`config.mk`:
```
export PLATFORM = sky130hd
export DESIGN_NAME = mont_exp_ctrl
export DESIGN_NICKNAME = d
export VERILOG_FILES = /design/src/rtl/mont_exp_ctrl.sv
export SDC_FILE = /design/constraint.sdc
export NUM_CORES = 1
export LEC_CHECK = 0
export ABC_AREA = 0
export BUFFER_PORTS_ARGS = -buffer_cell sky130_fd_sc_hd__clkbuf_2
export CAP_MARGIN = 20
export CORE_UTILIZATION = 49
export CTS_CLUSTER_SIZE = 40
export DETAILED_ROUTE_END_ITERATION = 8
export PLACE_DENSITY_LB_ADDON = 0.3
export SLEW_MARGIN = 20
export SYNTH_ARGS = -nofsm -noshare
export SYNTH_HDL_FRONTEND = slang
export SYNTH_SLANG_ARGS = --single-unit
export TNS_END_PERCENT = 1
```
`constraint.sdc`:
```
create_clock -name clk -period 2.8 [get_ports clk]
set_clock_uncertainty 0.2 [all_clocks]
set_input_delay 0 -clock clk [delete_from_list [all_inputs] [get_ports clk]]
set_output_delay 0 -clock clk [all_outputs]
set_load 0.05 [all_outputs]
```
`src/rtl/mont_exp_ctrl.sv`:
```
// -----------------------------------------------------------------------------
// mont_exp_ctrl
//
// Sequencer for modular exponentiation by left-to-right square-and-multiply in
// the Montgomery domain. The block contains no arithmetic. It walks the
// exponent from its most significant set bit down to bit 0. For each step it
// issues one operation to an external memory-mapped Montgomery multiplier. The
// accumulator lives in memory at res_addr and is updated in place.
//
// Operation sequence for exponent e whose top set bit is m:
//   first : res = one  * base      (res = one * one when e == 0)
//   then for each bit i from m-1 down to 0:
//           res = res * res        (square)
//           res = res * base       (multiply, only when e[i] == 1)
//
// Ports
//   clk, rst_n         clock (rising edge) and asynchronous active-low reset
//   start              job request, accepted only while idle
//   exp                exponent, latched on an accepted start
//   base_addr          operand address, latched on an accepted start
//   one_addr           address of R mod N (Montgomery one), latched on start
//   n_addr             modulus address, latched on an accepted start
//   res_addr           result/accumulator address, latched on an accepted start
//   busy               high whenever a job is in progress
//   done               one-cycle pulse once the result sits at res_addr
//   op_count           multiplier operations completed in the current/last job
//   mm_start           two-cycle start request to the multiplier
//   mm_A_addr/mm_B_addr  operand addresses of the current operation
//   mm_N_addr          modulus address of the current operation
//   mm_res_addr        result address of the current operation
//   mm_done            multiplier completion pulse
// -----------------------------------------------------------------------------
module mont_exp_ctrl #(
  parameter int EXP_BITS = 32
) (
  input  logic                clk,
  input  logic                rst_n,
  input  logic                start,
  input  logic [EXP_BITS-1:0] exp,
  input  logic [31:0]         base_addr,
  input  logic [31:0]         one_addr,
  input  logic [31:0]         n_addr,
  input  logic [31:0]         res_addr,
  output logic                busy,
  output logic                done,
  output logic [15:0]         op_count,
  output logic                mm_start,
  output logic [31:0]         mm_A_addr,
  output logic [31:0]         mm_B_addr,
  output logic [31:0]         mm_N_addr,
  output logic [31:0]         mm_res_addr,
  input  logic                mm_done
);

  localparam int IDX_W = (EXP_BITS > 1) ? $clog2(EXP_BITS) : 1;
  localparam logic [IDX_W-1:0] IDX_TOP = IDX_W'(EXP_BITS - 1);

  typedef enum logic [2:0] {
    S_IDLE,
    S_SCAN,
    S_ISSUE1,
    S_ISSUE2,
    S_WAIT,
    S_FIN
  } state_t;

  // OP_NONE marks a job whose first operation has not been selected yet.
  // It plays the role of a cleared "first" flag.
  typedef enum logic [1:0] {
    OP_NONE,
    OP_FIRST,
    OP_SQR,
    OP_MUL
  } op_t;

  state_t state_q, state_d;
  op_t    op_q, op_d;

  logic [EXP_BITS-1:0] exp_q;
  logic [31:0]         base_q, one_q, n_q, res_q;
  logic [IDX_W-1:0]    idx_q;
  logic [15:0]         op_count_q;
  logic [31:0]         a_q, b_q, nn_q, r_q;

  // Control strobes from the next-state logic into the datapath registers.
  logic       load_job;
  logic       idx_dec;
  logic       issue;
  logic       count_inc;
  logic [31:0] a_d, b_d;

  // ---------------------------------------------------------------------------
  // State register
  // ---------------------------------------------------------------------------
  // NOTE: clocked state uses non-blocking assignments so every register
  // samples pre-edge values, independent of process evaluation order.
  always_ff @(posedge clk or negedge rst_n) begin
    if (!rst_n) begin
      state_q <= S_IDLE;
    end else begin
      state_q <= state_d;
    end
  end

  // ---------------------------------------------------------------------------
  // Next-state logic and step selection
  // ---------------------------------------------------------------------------
  // NOTE: every variable written here gets a default before the case. A path
  // that leaves one unassigned would infer a latch.
  always_comb begin
    state_d   = state_q;
    op_d      = op_q;
    load_job  = 1'b0;
    idx_dec   = 1'b0;
    issue     = 1'b0;
    count_inc = 1'b0;

    case (state_q)
      S_IDLE: begin
        if (start) begin
          load_job = 1'b1;
          state_d  = S_SCAN;
        end
      end

      // Skip leading zeros one bit per cycle. Bit 0 is always reached, so an
      // all-zero exponent still produces its single one*one operation.
      S_SCAN: begin
        if (!exp_q[idx_q] && (idx_q != '0)) begin
          idx_dec = 1'b1;
        end else begin
          issue   = 1'b1;
          op_d    = OP_FIRST;
          state_d = S_ISSUE1;
        end
      end

      S_ISSUE1: state_d = S_ISSUE2;
      S_ISSUE2: state_d = S_WAIT;

      S_WAIT: begin
        if (mm_done) begin
          count_inc = 1'b1;
          // A square on a set bit is followed by a multiply at the same
          // index. Every other step moves down one bit or finishes.
          if ((op_q == OP_SQR) && exp_q[idx_q]) begin
            issue   = 1'b1;
            op_d    = OP_MUL;
            state_d = S_ISSUE1;
          end else if (idx_q == '0) begin
            state_d = S_FIN;
          end else begin
            idx_dec = 1'b1;
            issue   = 1'b1;
            op_d    = OP_SQR;
            state_d = S_ISSUE1;
          end
        end
      end

      S_FIN:   state_d = S_IDLE;
      default: state_d = S_IDLE;
    endcase
  end

  // Operand selection for the operation being issued. A square on the
  // accumulator is the default. The multiplier tolerates A or B aliasing res.
  always_comb begin
    a_d = res_q;
    b_d = res_q;
    case (op_d)
      OP_FIRST: begin
        a_d = one_q;
        b_d = exp_q[idx_q] ? base_q : one_q;
      end
      OP_MUL:  b_d = base_q;
      default: ;
    endcase
  end

  // ---------------------------------------------------------------------------
  // Datapath registers
  // ---------------------------------------------------------------------------
  always_ff @(posedge clk or negedge rst_n) begin
    if (!rst_n) begin
      exp_q      <= '0;
      base_q     <= '0;
      one_q      <= '0;
      n_q        <= '0;
      res_q      <= '0;
      idx_q      <= '0;
      op_q       <= OP_NONE;
      op_count_q <= '0;
      a_q        <= '0;
      b_q        <= '0;
      nn_q       <= '0;
      r_q        <= '0;
    end else begin
      if (load_job) begin
        exp_q      <= exp;
        base_q     <= base_addr;
        one_q      <= one_addr;
        n_q        <= n_addr;
        res_q      <= res_addr;
        idx_q      <= IDX_TOP;
        op_q       <= OP_NONE;
        op_count_q <= '0;
      end else begin
        if (idx_dec) begin
          idx_q <= idx_q - 1'b1;
        end
        // The multiplier addresses load only when a new operation is
        // selected. This keeps them frozen from ISSUE1 until the completing
        // mm_done.
        if (issue) begin
          op_q <= op_d;
          a_q  <= a_d;
          b_q  <= b_d;
          nn_q <= n_q;
          r_q  <= res_q;
        end
        if (count_inc && (op_count_q != 16'hFFFF)) begin
          op_count_q <= op_count_q + 16'd1;
        end
      end
    end
  end

  // ---------------------------------------------------------------------------
  // Outputs
  // ---------------------------------------------------------------------------
  always_comb begin
    busy     = (state_q != S_IDLE);
    done     = (state_q == S_FIN);
    mm_start = (state_q == S_ISSUE1) || (state_q == S_ISSUE2);
  end

  assign op_count    = op_count_q;
  assign mm_A_addr   = a_q;
  assign mm_B_addr   = b_q;
  assign mm_N_addr   = nn_q;
  assign mm_res_addr = r_q;

endmodule

```
# Word level (Yosys, flattened, before mapping)

Cells that the tools add are included.

Input bits: 164
Output and inout bits: 147
Logic and storage cells: 78
Bits in registers: 314

Bitwise operators: 1
Add/sub/neg operators: 2
Reductions and logical operators: 14
Multiplexer cells: 35
Equal/unequal tests: 12
Magnitude comparators: 1

Operators by type and width:

| cell                  | count |
|---|---|
| $mux 32               | 2 |
| $pmux 32 s2           | 1 |
| $mux 16               | 2 |
| $add 16x1->16 const B | 1 |
| $ne 16x16->1 const B  | 1 |
| $mux 3                | 5 |
| $pmux 3 s5            | 1 |
| $mux 1                | 12 |
| $mux 2                | 6 |
| $mux 5                | 2 |
| $eq 3x2->1 const B    | 2 |
| $eq 3x3->1 const B    | 2 |
| $lt 5x6->1 const B    | 1 |
| $ne 2x2->1 const B    | 3 |
| $reduce_bool 2->1     | 3 |
| $bmux 1 s5            | 1 |
| $logic_not 5->1       | 1 |
| $reduce_bool 5->1     | 1 |
| $sub 5x1->5 const B   | 1 |
| $eq 2x2->1 const B    | 2 |
| $pmux 1 s2            | 2 |
| $pmux 2 s2            | 1 |
| $eq 3x1->1 const B    | 1 |
| $logic_and 1x1->1     | 3 |
| other kinds (8)       | 8 |

# Logic depth before layout (Yosys ltp)

Depth after elaboration: 8
Depth in mapped cells: 14
Gate-level depth less buffers: 9

# Worst setup path after synthesis

Ideal clock, no wire load.

Path type: register to register
Start point: register idx_q[0]
End point: register a_q[11] (netlist: mm_A_addr[11])
Clock period less this slack: 2.902 ns
Stages on the path, launching flop included: 12
Arrival: 2.577 ns
Path slack: -0.102 ns
Cell sequence: dfrtp_1 buf_4 buf_6 mux2_1 a222oi_1 o211ai_1 a2111o_1 and2_1 buf_2 buf_4 a31oi_1 a21oi_1

Cells in the longest elaborated chain, start to end: 8

Ends and longest elaborated chain:

| what                                                        | line     | text |
|---|---|---|
| from (decl)                                                 | 81       | `logic [IDX_W-1:0] idx_q;` |
| from (signal assigned)                                      | 210      | `idx_q <= idx_q - 1'b1;` |
| $bmux 1 s5                                                  | 129, 146 |  |
| $mux 1 (implied by the code)                                | 129, 146 |  |
| $logic_and 1x1->1 / $logic_not 1->1 (equally long branches) | 146, 129 |  |
| $mux 2 / $logic_and 1x1->1 (equally long branches)          | 146, 129 |  |
| $mux 2 (on tied branches)                                   | 142, 129 |  |
| $pmux 2 s2                                                  | 118      | `case (state_q)` |
| $eq 2x1->1                                                  | 171      | `case (op_d)` |
| $mux 32                                                     | 171      |  |
| to (signal assigned)                                        | 194      | `a_q <= '0;` |
| to (signal assigned)                                        | 217      | `a_q <= a_d;` |
| to (decl)                                                   | 83       | `logic [31:0] a_q, b_q, nn_q, r_q;` |

Several ways; a longest one is shown, not always the timed one. The select of a mux whose other input is x is not followed.
A chain may end at the register's enable or synchronous reset.

# Worst setup path in the final report

Start point: register idx_q[0]
End point: register nn_q[20] (netlist: mm_N_addr[20])

Cells in the longest elaborated chain, start to end: 7

Ends and longest elaborated chain:

| what                                                        | line     | text |
|---|---|---|
| $bmux 1 s5                                                  | 129, 146 |  |
| $mux 1 (implied by the code)                                | 129, 146 |  |
| $logic_and 1x1->1 / $logic_not 1->1 (equally long branches) | 146, 129 |  |
| $mux 1 / $logic_and 1x1->1 (equally long branches)          | 146, 129 |  |
| $mux 1 (on tied branches)                                   | 142, 129 |  |
| $pmux 1 s2 (*)                                              | 118      |  |
| $reduce_and 2->1 (no source line) (*)                       | --       |  |
| to (signal assigned)                                        | 219      | `nn_q <= n_q;` |
| to (decl)                                                   | 83       |  |

Mark *: on every way between the ends. The rest lies on a longest branch, timed or not. The select of a mux whose other input is x is not followed.

==> results by stage <==
Clocking:
- The clock edge transition at the registers on the reported setup and hold paths is 0.06 ns.
- In this run the clock root is driven by a sky130_fd_sc_hd__clkbuf_16.
- CTS built an H-tree with a depth of 2.
- The TritonCTS clock tree is yes.
- Counting along the longest clock path gives a buffer depth of 3.
- The later-pin clock latency in the skew report is 0.52 ns.
- The total clock sinks is 314.
- Clock tree synthesis inserted a total of 35 buffers.

Die:
- The floorplan has 60 rows.
- The number of primary I/O pins is between 300 and 400.
- The floorplan step defined a die boundary enclosing around 28000 sq um.
- The die height is 168 um.
- The core region is around 27000 sq um.
- The initial standard-cell utilization of the core is between 50% and 60%.
- The die span in x is 168 um.

Final layout:
- The final layout contains between 2000 and 2500 nets.
- Of the cells placed in the final design, the portion with a size suffix greater than 1 is 24.5%.
- The signed area change from the synthesized netlist to the final layout is 43.3%.
- The finished cells cover 19300 sq um.
- The total of fill cells in the finished design is approximately 1900.

Synthesis:
- The synthesized net count is ~1700.
- The top cell type by area accounts for 58.2% of the synthesized area.
- Of the synthesized area, sequential elements account for 58.2%.
- During synthesis, Yosys emitted a total of 0 warnings.
- The commonest cells after synthesis are sky130_fd_sc_hd__nand2_1, sky130_fd_sc_hd__dfrtp_1, sky130_fd_sc_hd__a21oi_1.
- Yosys mapped a number of flops with a built-in enable equal to 0.
- The most instantiated flip-flop cell in the synthesis netlist is sky130_fd_sc_hd__dfrtp_1.
- The number of distinct library cells after synthesis is 53.
- The cell area after synthesis is around 13000 sq um.
- The fraction of synthesis flops using an asynchronous set or reset pin is between 90% and 100%.
- By area the synthesized netlist is led by sky130_fd_sc_hd__dfrtp_1, sky130_fd_sc_hd__nand2_1, sky130_fd_sc_hd__a21oi_1.
- The mean cell area of the mapped netlist is 8.71 sq um.
- Of all cell types, the one taking the most synthesized area is sky130_fd_sc_hd__dfrtp_1.
- The post-synthesis register bit count is roughly 310.
- The number of cells produced by synthesis is between 1500 and 2000.
- The cell with the most instances after synthesis is sky130_fd_sc_hd__nand2_1.

Placement:
- Summed over all nets, the half-perimeter wirelength after detailed placement is 24700 um.
- The quantity of I/O buffers inserted on ports is 310.
- The placed instances occupy a cell area of 16000 sq um.
- The placer congestion estimate is 0.856.
- The post-placement worst setup slack is -0.144 ns.

Detailed routing:
- The first detailed-routing pass ran for 7 iterations.
- Wires add up to about 43000 um.
- After the first detailed-routing iteration, the DRC count stood at between 1000 and 1500.
- The count of nets left with antenna violations after detail routing is 0.
- The via count is 13000.
- The residual DRC count is 0.
- The per-cell via count in the routed design is 5.38.
- The average wire length per cell after detail routing is 17.6 um.

Outcome:
- The checks that failed: setup timing.
- The flow ran to the end, but the final reports show violations.

STA:
- Setup slack on the critical path of the routed design comes to -0.0987 ns.
- Setup repair after global routing could not meet its margin everywhere.
- The worst path uses 104% of the clock period.
- The max-slew violation count came to 0.
- Setup violations remaining at the end of the flow were counted as ~110.
- The final-report hold violation count is 0.
- The highest clock rate is 345 MHz.
- For the pin with the worst max-slew slack, the measured transition is roughly 0.66 ns.
- In this run the tightest slew margin relative to its limit is 55.9%.
- For the finished layout, the period the worst path requires is 2.90 ns.
- Hold is met by 0.0119 ns.

Global route:
- The largest net degree at the start of global routing is 112.
- After global routing the overflow that remains totals 0.
- The first global-routing pass estimated 66400 um of wire.
- The all-layer global routing usage is between 20 and 30%.
- The initial antenna violation count was 3.
- The number of global-route vias before repair is 13100.

Critical path:
- Data on the critical path is required at its endpoint by between 3 and 4 ns.
- The launching element type of the critical path is a flop.
- The worst setup path is captured at a flop.
- By startpoint and endpoint, the worst setup path is classified as reg -> reg.
- The critical path data arrival time is 3.15 ns.
- The critical-path maximum fanout is 10.

Power and ir drop:
- Summed over all cells, the static leakage comes to 0.0100 uW.
- For this design the ratio of total power to cell area is around 1400 nW/um^2.
- The peak ir drop on the vdd network is 877 uV.

Run:
- The number of max-cap violations is 0.

Min path:
- The kind of path behind the tightest hold check is in -> reg.
through the flow:
stage | utilization [%] | total power (uW) | std cells | setup TNS (ns)
floorplan | - | 16600 | 1550 | -0.413
global placement | 59.3 | 20800 | 2167 | -0.117
detailed placement | 59.3 | 21100 | 2167 | -4.42
CTS | 70.6 | 26500 | 2405 | -0.216
global route | 71.7 | 28800 | 2416 | -23.28
finish | 71.8 | 27300 | 2417 | -4.56
final cells by class:
class / instances / area (sq um) / area share, %
multi-input combinational: 1125 / 5410 / 28.0
antenna: 5 / 12.5 / 0.0647
tap: 341 / 427 / 2.21
inverter: 10 / 37.5 / 0.194
clock inverter: 19 / 239 / 1.24
clock buffer: 43 / 967 / 5.00
sequential: 314 / 7860 / 40.6
timing repair buffer: 560 / 4390 / 22.7
cell families (layout without fill, tap and decap cells):
group,count (synthesis),in the layout,synth area share [%]
simple gates,855,855,25.3
flops,314,314,58.2
compound gates,238,238,10.3
buf+inv,111,632,3.50
mux,17,17,1.63
xor+xnor,12,12,0.779
fa+ha+maj,3,3,0.278
other cells,0,5,0
placed cells by master, fill, tap and decap left out, types with 11 or more instances in the layout:
cell	netlist	final
sky130_fd_sc_hd__nand2_1	718	712
sky130_fd_sc_hd__dfrtp_1	314	313
sky130_fd_sc_hd__clkbuf_2	0	309
sky130_fd_sc_hd__dlygate4sd3_1	0	170
sky130_fd_sc_hd__a21oi_1	74	63
sky130_fd_sc_hd__nor2_1	61	61
sky130_fd_sc_hd__o21ai_1	38	42
sky130_fd_sc_hd__clkbuf_16	0	41
sky130_fd_sc_hd__buf_4	3	39
sky130_fd_sc_hd__nor2b_1	36	35
sky130_fd_sc_hd__a31oi_1	36	31
sky130_fd_sc_hd__o21ai_0	36	29
sky130_fd_sc_hd__buf_12	0	29
sky130_fd_sc_hd__a211oi_1	32	22
sky130_fd_sc_hd__clkinv_2	0	11
routing by layer:
metal | track usage (%) | wire length, um | up-vias
met3 | 5.57 | 2710 | 153
met1 | 37.2 | 17300 | 6275
met4 | 16.4 | 2000 | 0
li1 | - | - | 6023
met2 | 48.1 | 20600 | 546
met5 | 0 | 0 | -
critical path, cell delays in order, from the launching register on:
cell and delay, ns:
sky130_fd_sc_hd__dfrtp_2 0.43, sky130_fd_sc_hd__buf_12 0.15, sky130_fd_sc_hd__mux4_2 0.50, sky130_fd_sc_hd__mux2i_1 0.17
sky130_fd_sc_hd__a32oi_2 0.15, sky130_fd_sc_hd__buf_4 0.19, sky130_fd_sc_hd__a21oi_2 0.13, sky130_fd_sc_hd__buf_4 0.14
sky130_fd_sc_hd__o21a_4 0.26, sky130_fd_sc_hd__buf_12 0.20, sky130_fd_sc_hd__buf_12 0.15, sky130_fd_sc_hd__nand2_1 0.07
sky130_fd_sc_hd__nand2_1 0.08
state kept, by name, summed over array words and instances, names as in the netlist:
name / count
mm_A_addr: 32
mm_B_addr: 32
one_q: 32
op_q: 2
state_q: 3
mm_res_addr: 32
op_count: 16
exp_q: 32
res_q: 32
mm_N_addr: 32
idx_q: 5
base_q: 32
n_q: 32
where the power goes:
group | internal [uW] | switching, uW | leakage [uW] | total, uW
logic | 4880 | 9440 | 0.00550 | 14300
registers | 6620 | 1540 | 0.00389 | 8160
clock network | 2930 | 1890 | 0.000605 | 4820
total | 14400 | 12900 | 0.0100 | 27300
path summary, 6_finish.rpt:
| check | start | end | slack, ns | depth (start not counted) |
|---|---|---|---|---|
| setup / recovery | idx_q[0]$_DFFE_PN0P_ | mm_N_addr[20]$_DFFE_PN0P_ | -0.1 | 12 |
| hold / removal | n_addr[6] | n_q[6]$_DFFE_PN0P_ | 0.01 | 4 |
| setup reg to reg | idx_q[0]$_DFFE_PN0P_ | mm_N_addr[20]$_DFFE_PN0P_ | -0.1 | 12 |
| hold reg to reg | mm_res_addr[22]$_DFFE_PN0P_ | mm_res_addr[22]$_DFFE_PN0P_ | 0.26 | 2 |
| max in group asynchronous | rst_n | res_q[15]$_DFFE_PN0P_ | 1.36 | 4 |
| min in group asynchronous | rst_n | op_count[15]$_DFFE_PN0P_ | 0.40 | 4 |
what timing repair did:
item                                   4_1_cts  5_1_grt
setup buffers                                4        1
resized for setup                           15       37
endpoints found under the hold margin      479        0
pin swaps                                    9       44
hold buffers                               171        0
gates cloned                                 1        6
setup endpoints to repair                   98      131
Note: power is estimated with default switching activity, not from simulation.
